File: config.mk
export PLATFORM = sky130hd
export DESIGN_NAME = ram_port_arbiter
export DESIGN_NICKNAME = d
export VERILOG_FILES = /design/src/rtl/ram_arb_pkg.sv /design/src/rtl/ram_arb_rr2.sv /design/src/rtl/ram_port_arbiter.sv
export SDC_FILE = /design/constraint.sdc
export NUM_CORES = 1
export LEC_CHECK = 0
export ABC_AREA = 1
export CAP_MARGIN = 10
export CORE_MARGIN = 2
export CORE_UTILIZATION = 35
export CTS_BUF_LIST = sky130_fd_sc_hd__clkbuf_16
export DETAILED_ROUTE_END_ITERATION = 7
export HOLD_SLACK_MARGIN = 0.03
export PLACE_DENSITY = 0.78
export SYNTH_ARGS = -nofsm -noshare
export SYNTH_HDL_FRONTEND = slang
export SYNTH_SLANG_ARGS = --single-unit
File: constraint.sdc
create_clock -name clk -period 1.3 [get_ports clk]
set_input_delay 0.26 -clock clk [delete_from_list [all_inputs] [get_ports clk]]
set_output_delay 0.26 -clock clk [all_outputs]
set_load 0.02 [all_outputs]
File: src/rtl/ram_arb_pkg.sv
// Shared types and constants for the two-port data RAM arbiter.
// Port 0 is the CPU load/store unit, port 1 the DMA engine.
package ram_arb_pkg;

    localparam int unsigned ADDR_W_DEFAULT = 10;
    localparam int unsigned DATA_W_DEFAULT = 8;

    localparam logic PORT_CPU = 1'b0;
    localparam logic PORT_DMA = 1'b1;

    typedef enum logic [1:0] {
        StIdle,
        StAccess,
        StAck
    } arb_state_e;

endpackage

File: src/rtl/ram_arb_rr2.sv
// Two-way round-robin picker; owns the last-served flop, which favours port 0 after reset.
module ram_arb_rr2
    import ram_arb_pkg::*;
(
    input  logic       clk,
    input  logic       rst,
    input  logic [1:0] req,
    input  logic       update,
    output logic       grant,
    output logic       valid
);

    logic last_q;

    always_ff @(posedge clk or negedge rst) begin
        if (!rst) begin
            last_q <= PORT_DMA;
        end else if (update) begin
            last_q <= grant;
        end
    end

    always_comb begin
        valid = |req;
        // Under contention the port not served last wins; otherwise the lone requester.
        if (&req) begin
            grant = ~last_q;
        end else begin
            grant = req[1];
        end
    end

endmodule

File: src/rtl/ram_port_arbiter.sv
// Shares a single-port RAM between CPU and DMA: one 3-cycle access at a time
// (IDLE -> ACCESS -> ACK), all outputs driven from registers.
module ram_port_arbiter
    import ram_arb_pkg::*;
#(
    parameter int unsigned ADDR_W = ADDR_W_DEFAULT,
    parameter int unsigned DATA_W = DATA_W_DEFAULT
) (
    input  logic              clk,
    input  logic              rst,
    input  logic              req0,
    input  logic              req1,
    input  logic              we0,
    input  logic              we1,
    input  logic [ADDR_W-1:0] addr0,
    input  logic [ADDR_W-1:0] addr1,
    input  logic [DATA_W-1:0] wdata0,
    input  logic [DATA_W-1:0] wdata1,
    output logic              ack0,
    output logic              ack1,
    output logic [DATA_W-1:0] rdata0,
    output logic [DATA_W-1:0] rdata1,
    output logic              busy,
    output logic              ram_enable,
    output logic              ram_str,
    output logic              ram_ldr,
    output logic [ADDR_W-1:0] ram_addr,
    output logic [DATA_W-1:0] ram_din,
    input  logic [DATA_W-1:0] ram_dout
);

    arb_state_e        state_q, state_d;
    logic              owner_q, owner_d;
    logic              en_q, en_d;
    logic              str_q, str_d;
    logic              ldr_q, ldr_d;
    logic [ADDR_W-1:0] addr_q, addr_d;
    logic [DATA_W-1:0] din_q, din_d;
    logic [DATA_W-1:0] rdata0_q, rdata0_d;
    logic [DATA_W-1:0] rdata1_q, rdata1_d;
    logic              ack0_q, ack0_d;
    logic              ack1_q, ack1_d;

    logic              grant;
    logic              grant_valid;
    logic              grant_upd;
    logic              sel_we;

    ram_arb_rr2 u_rr (
        .clk    (clk),
        .rst    (rst),
        .req    ({req1, req0}),
        .update (grant_upd),
        .grant  (grant),
        .valid  (grant_valid)
    );

    always_comb begin
        state_d   = state_q;
        owner_d   = owner_q;
        en_d      = 1'b0;
        str_d     = 1'b0;
        ldr_d     = 1'b0;
        addr_d    = addr_q;
        din_d     = din_q;
        rdata0_d  = rdata0_q;
        rdata1_d  = rdata1_q;
        ack0_d    = 1'b0;
        ack1_d    = 1'b0;
        grant_upd = 1'b0;
        sel_we    = grant ? we1 : we0;

        unique case (state_q)
            StIdle: begin
                if (grant_valid) begin
                    state_d   = StAccess;
                    owner_d   = grant;
                    grant_upd = 1'b1;
                    addr_d    = grant ? addr1 : addr0;
                    // Strobes for the ACCESS cycle are registered here, at the grant edge.
                    if (sel_we) begin
                        en_d  = 1'b1;
                        str_d = 1'b1;
                        din_d = grant ? wdata1 : wdata0;
                    end else begin
                        ldr_d = 1'b1;
                    end
                end
            end
            StAccess: begin
                state_d = StAck;
                if (ldr_q) begin
                    if (owner_q == PORT_DMA) begin
                        rdata1_d = ram_dout;
                    end else begin
                        rdata0_d = ram_dout;
                    end
                end
                ack0_d = (owner_q == PORT_CPU);
                ack1_d = (owner_q == PORT_DMA);
            end
            StAck: begin
                state_d = StIdle;
            end
            default: begin
                state_d = StIdle;
            end
        endcase
    end

    always_ff @(posedge clk or negedge rst) begin
        if (!rst) begin
            state_q  <= StIdle;
            owner_q  <= PORT_CPU;
            en_q     <= 1'b0;
            str_q    <= 1'b0;
            ldr_q    <= 1'b0;
            addr_q   <= '0;
            din_q    <= '0;
            rdata0_q <= '0;
            rdata1_q <= '0;
            ack0_q   <= 1'b0;
            ack1_q   <= 1'b0;
        end else begin
            state_q  <= state_d;
            owner_q  <= owner_d;
            en_q     <= en_d;
            str_q    <= str_d;
            ldr_q    <= ldr_d;
            addr_q   <= addr_d;
            din_q    <= din_d;
            rdata0_q <= rdata0_d;
            rdata1_q <= rdata1_d;
            ack0_q   <= ack0_d;
            ack1_q   <= ack1_d;
        end
    end

    assign ack0       = ack0_q;
    assign ack1       = ack1_q;
    assign rdata0     = rdata0_q;
    assign rdata1     = rdata1_q;
    assign busy       = (state_q != StIdle);
    assign ram_enable = en_q;
    assign ram_str    = str_q;
    assign ram_ldr    = ldr_q;
    assign ram_addr   = addr_q;
    assign ram_din    = din_q;

endmodule

==> run_results.csv <==
group,metric,value,unit
drt,vias,1794,
floorplan,core_area,5540,sq um
drt,wl,4892,um
final_layout,nFillCells,516,
sta,worst_slack,28.78,ps
setup_path,critical_path.top_delay_family,"buffers and inverters",
setup_path,critical_path.max_stage_delay,540,ps
logic_synthesis,yosys_register_bits,42,
setup_path,critPathLaunchType,"input port",
logic_synthesis,synth_flop_cell,"dfrtp_1",
final_layout,drive_above_1_share,0.1933,
drt,met2_wirelength,2507,um
logic_synthesis,ys_seq_area_frac,0.5191,
place,dp_slack,-254.1,ps
logic_synthesis,yosysMostFrequentCell,"nand2_1",
drt,viasPerCell,4.508,
power_and_ir_drop,pwr-share-seq,0.326,
cts,worst_setup_hold_path_clk_slew,50,ps
drt,drt_pass1_iterations,4,
cts,clock-root-buffer,"clkbuf_16",
final_layout,nets,375,
logic_synthesis,synth_largest_area_cell,"dfrtp_1",
global_routing,grt-ovfl-total,0,
drt,drt-met1-wl,2020,um
logic_synthesis,syn_nets,270,
logic_synthesis,synth_common_cells,"82 x nand2_1, 41 x dfrtp_1, 23 x inv_1",
sta,final-max-slew-violation-count,0,
final_layout,utilization,0.5881,
flow_run,max_cap_viol_count,0,
setup_path,cp_num_buf_inv,2,
sta,max_freq,786.6,MHz
place,place.gp.congestion,0.7899,
setup_path,cp_cell_sequence,"clkdlybuf4s50_1 > nand2_2 > buf_4 > nand3_4 > nand3_4 > nand2_1 > nand2_1",
power_and_ir_drop,p_comb_frac,0.507,
sta,final.setup_skew,4.720,ps
sta,fin_crit,1271,ps
cts,cts_sinks,42,
logic_synthesis,synthesis.area,2027,sq um
logic_synthesis,ys_top_cells_by_area,"dfrtp_1 51%, nand2_1 15%, o21ai_2 6.9%, nand3_1 4.4%, inv_1 4.3%",
sta,tightestPinTransition,282.8,ps
global_routing,first_global_vias,1776,
cts,htreeDepth,2,
floorplan,dieArea,6416,sq um
power_and_ir_drop,peakVddDrop,0.9424,mV
global_routing,grt_use_total,0.1580,
sta,rsz0062_at_grt,"yes",
status,status,"completed",
power_and_ir_drop,power_leakage,1.680,nW
final_layout,multi_input_area,833.3,sq um
setup_path,path_class,"input port to flop",
logic_synthesis,synth_edf_count,0,
setup_path,critical-path-slowest-cell,"clkdlybuf4s50_1",
setup_path,critPathRequiredTime,1470,ps
final_layout,final-seq-area,1052,sq um
sta,period_share,0.9779,
drt,drtIter0Drc,69,
global_routing,grt_max_degree,43,
final_layout,synthToLayoutAreaGrowth,60.74,%
drt,routedWlPerCell,12.29,um
logic_synthesis,syn_avg_cell_area,9.213,sq um
cts,numCtsBuffers,5,
final_layout,antenna-diode-count,0,
cts,clockBufferDepth,2,
min_path,min_path_type,"flop to flop",
power_and_ir_drop,internal_power,4.110,mW
logic_synthesis,synthCells,220,
floorplan,num_io_pins,90,
logic_synthesis,synth.top_cell.area_share,0.5062,
logic_synthesis,ys_warn_count,0,
drt,ant_nets,0,
global_routing,grt_pass1_wl,7790,um
place,portBuffers,89,
power_and_ir_drop,powerDensity,2129,nW/um^2
setup_path,cp-end-kind,"flop",
drt,wl_met3,269,um
sta,hold_viol,0,
power_and_ir_drop,switching_power,2.828,mW
global_routing,antenna_found_initial,0,
logic_synthesis,synth.distinct_cells,21,
place,hpwl,3530,um
logic_synthesis,async_reset_ff_frac,1.000,
setup_path,worstPathArrival,1440,ps
power_and_ir_drop,swShare,0.4077,
cts,cts_tree,"done",
sta,setup_viol,0,
setup_path,path_max_fanout,5,
floorplan,rows,27,
cts,clkLatencyLatePin,280,ps
floorplan,die_y,80.10,um
sta,slew_headroom,0.8112,
power_and_ir_drop,clockPowerShare,0.167,
drt,drc_errors,0,
floorplan,start_util,0.3659,
floorplan,die_w,80.10,um
drt,highest_layer,"met4",
[kinds of logic after synthesis]
kind of cell,Yosys count,synth area share
compound gates,27,0.1136
buf+inv,37,0.09629
flops,42,0.5191
simple gates,114,0.2710
[final cells by class]
class,count,area share
clock inverters,3,0.003840
inverters,26,0.03072
well taps,72,0.02765
flip-flops and latches,42,0.3230
clock buffers,5,0.03840
multi-input cells,143,0.2558
repair buffers,107,0.3207
[flip-flops by register name (all words and copies together), names as in the netlist]
name / flops
ack0: 1
ack1: 1
state_q: 2
u_rr.last_q: 1
ram_ldr: 1
rdata0: 8
ram_din: 8
owner_q: 1
rdata1: 8
ram_addr: 10
ram_str: 1
[path summary, 6_finish.rpt]
kind,start,endpoint,slack (ps),depth (start not counted)
max in group asynchronous,rst,u_rr.last_q,560,3
worst min register to register,ram_addr[1],ram_addr[1],470,2
worst max-delay path,req0,ram_din[6],30,7
worst min-delay path,ram_addr[1],ram_addr[1],470,2
min in group asynchronous,rst,ram_din[5],480,3
worst max register to register,u_rr.last_q,ram_din[6],40,6
[cell usage in the layout, fill, tap and decap left out, types with 2 or more instances in the layout]
| cell | synthesis | routed |
|---|---|---|
| buf_12 | 0 | 4 |
| dfrtp_1 | 41 | 41 |
| nand2_1 | 82 | 81 |
| nor2_1 | 2 | 2 |
| buf_4 | 1 | 11 |
| o21ai_2 | 16 | 16 |
| nor2_4 | 1 | 3 |
| nand3_4 | 4 | 6 |
| dlygate4sd2_1 | 0 | 38 |
| inv_2 | 3 | 2 |
| o211ai_1 | 8 | 8 |
| buf_2 | 3 | 2 |
| nand3_1 | 18 | 17 |
| o211ai_2 | 2 | 2 |
| clkdlybuf4s50_1 | 0 | 47 |
| nand2_2 | 3 | 3 |
| clkbuf_16 | 0 | 6 |
| nand2_4 | 1 | 2 |
| inv_1 | 23 | 24 |
[timing repair]
action / 4_1_cts / 5_1_grt
setup endpoints to repair: 42 / 36
cloned: 1 / 2
pin swaps: 2 / 4
endpoints found under the hold margin: 41 / 0
resized for setup: 44 / 9
hold buffers: 1 / 0
setup buffers: 0 / 0
[power by group through the flow]
stage / sequential [mW] / combinational (mW) / clock (mW)
floorplan: 2.98 / 1.37 / 0
finish: 2.26 / 3.52 / 1.16
detailed placement: 2.30 / 3.86 / 0
CTS: 2.27 / 3.50 / 1.18
global route: 2.35 / 3.84 / 1.24
global placement: 2.31 / 3.77 / 0
[worst reg2reg max path, stage by stage, from the launching register on]
cell and delay [ps]:
dfstp_2 540, nand2_2 90, buf_4 170, nand3_4 90, nand3_4 100, nand2_1 100
nand2_1 60
[per-stage QoR]
| step | instance area [sq um] | std cells | power, mW | TNS [ps] | hold WS, ps |
|---|---|---|---|---|---|
| 3_5_place_dp | 3075 | 386 | 6.159 | -4969 | 256.8 |
| 6_report | 3258 | 398 | 6.938 | 0 | 472.6 |
| 3_3_place_gp | 3075 | 386 | 6.074 | -4346 | 251.1 |
| 4_1_cts | 3196 | 396 | 6.950 | 0 | 477.6 |
| 2_1_floorplan | 2027 | 220 | 4.350 | 0 | -35.59 |
| 5_1_grt | 3258 | 398 | 7.423 | -300.0 | 490.4 |
[layer usage]
| layer | up-vias | global-route usage |
|---|---|---|
| li1 | 901 | - |
| met1 | 833 | 0.1823 |
| met2 | 53 | 0.2767 |
| met3 | 7 | 0.04607 |
| met4 | 0 | 0.05763 |
| met5 | - | 0 |
Note: power is estimated with default switching activity, not from simulation.
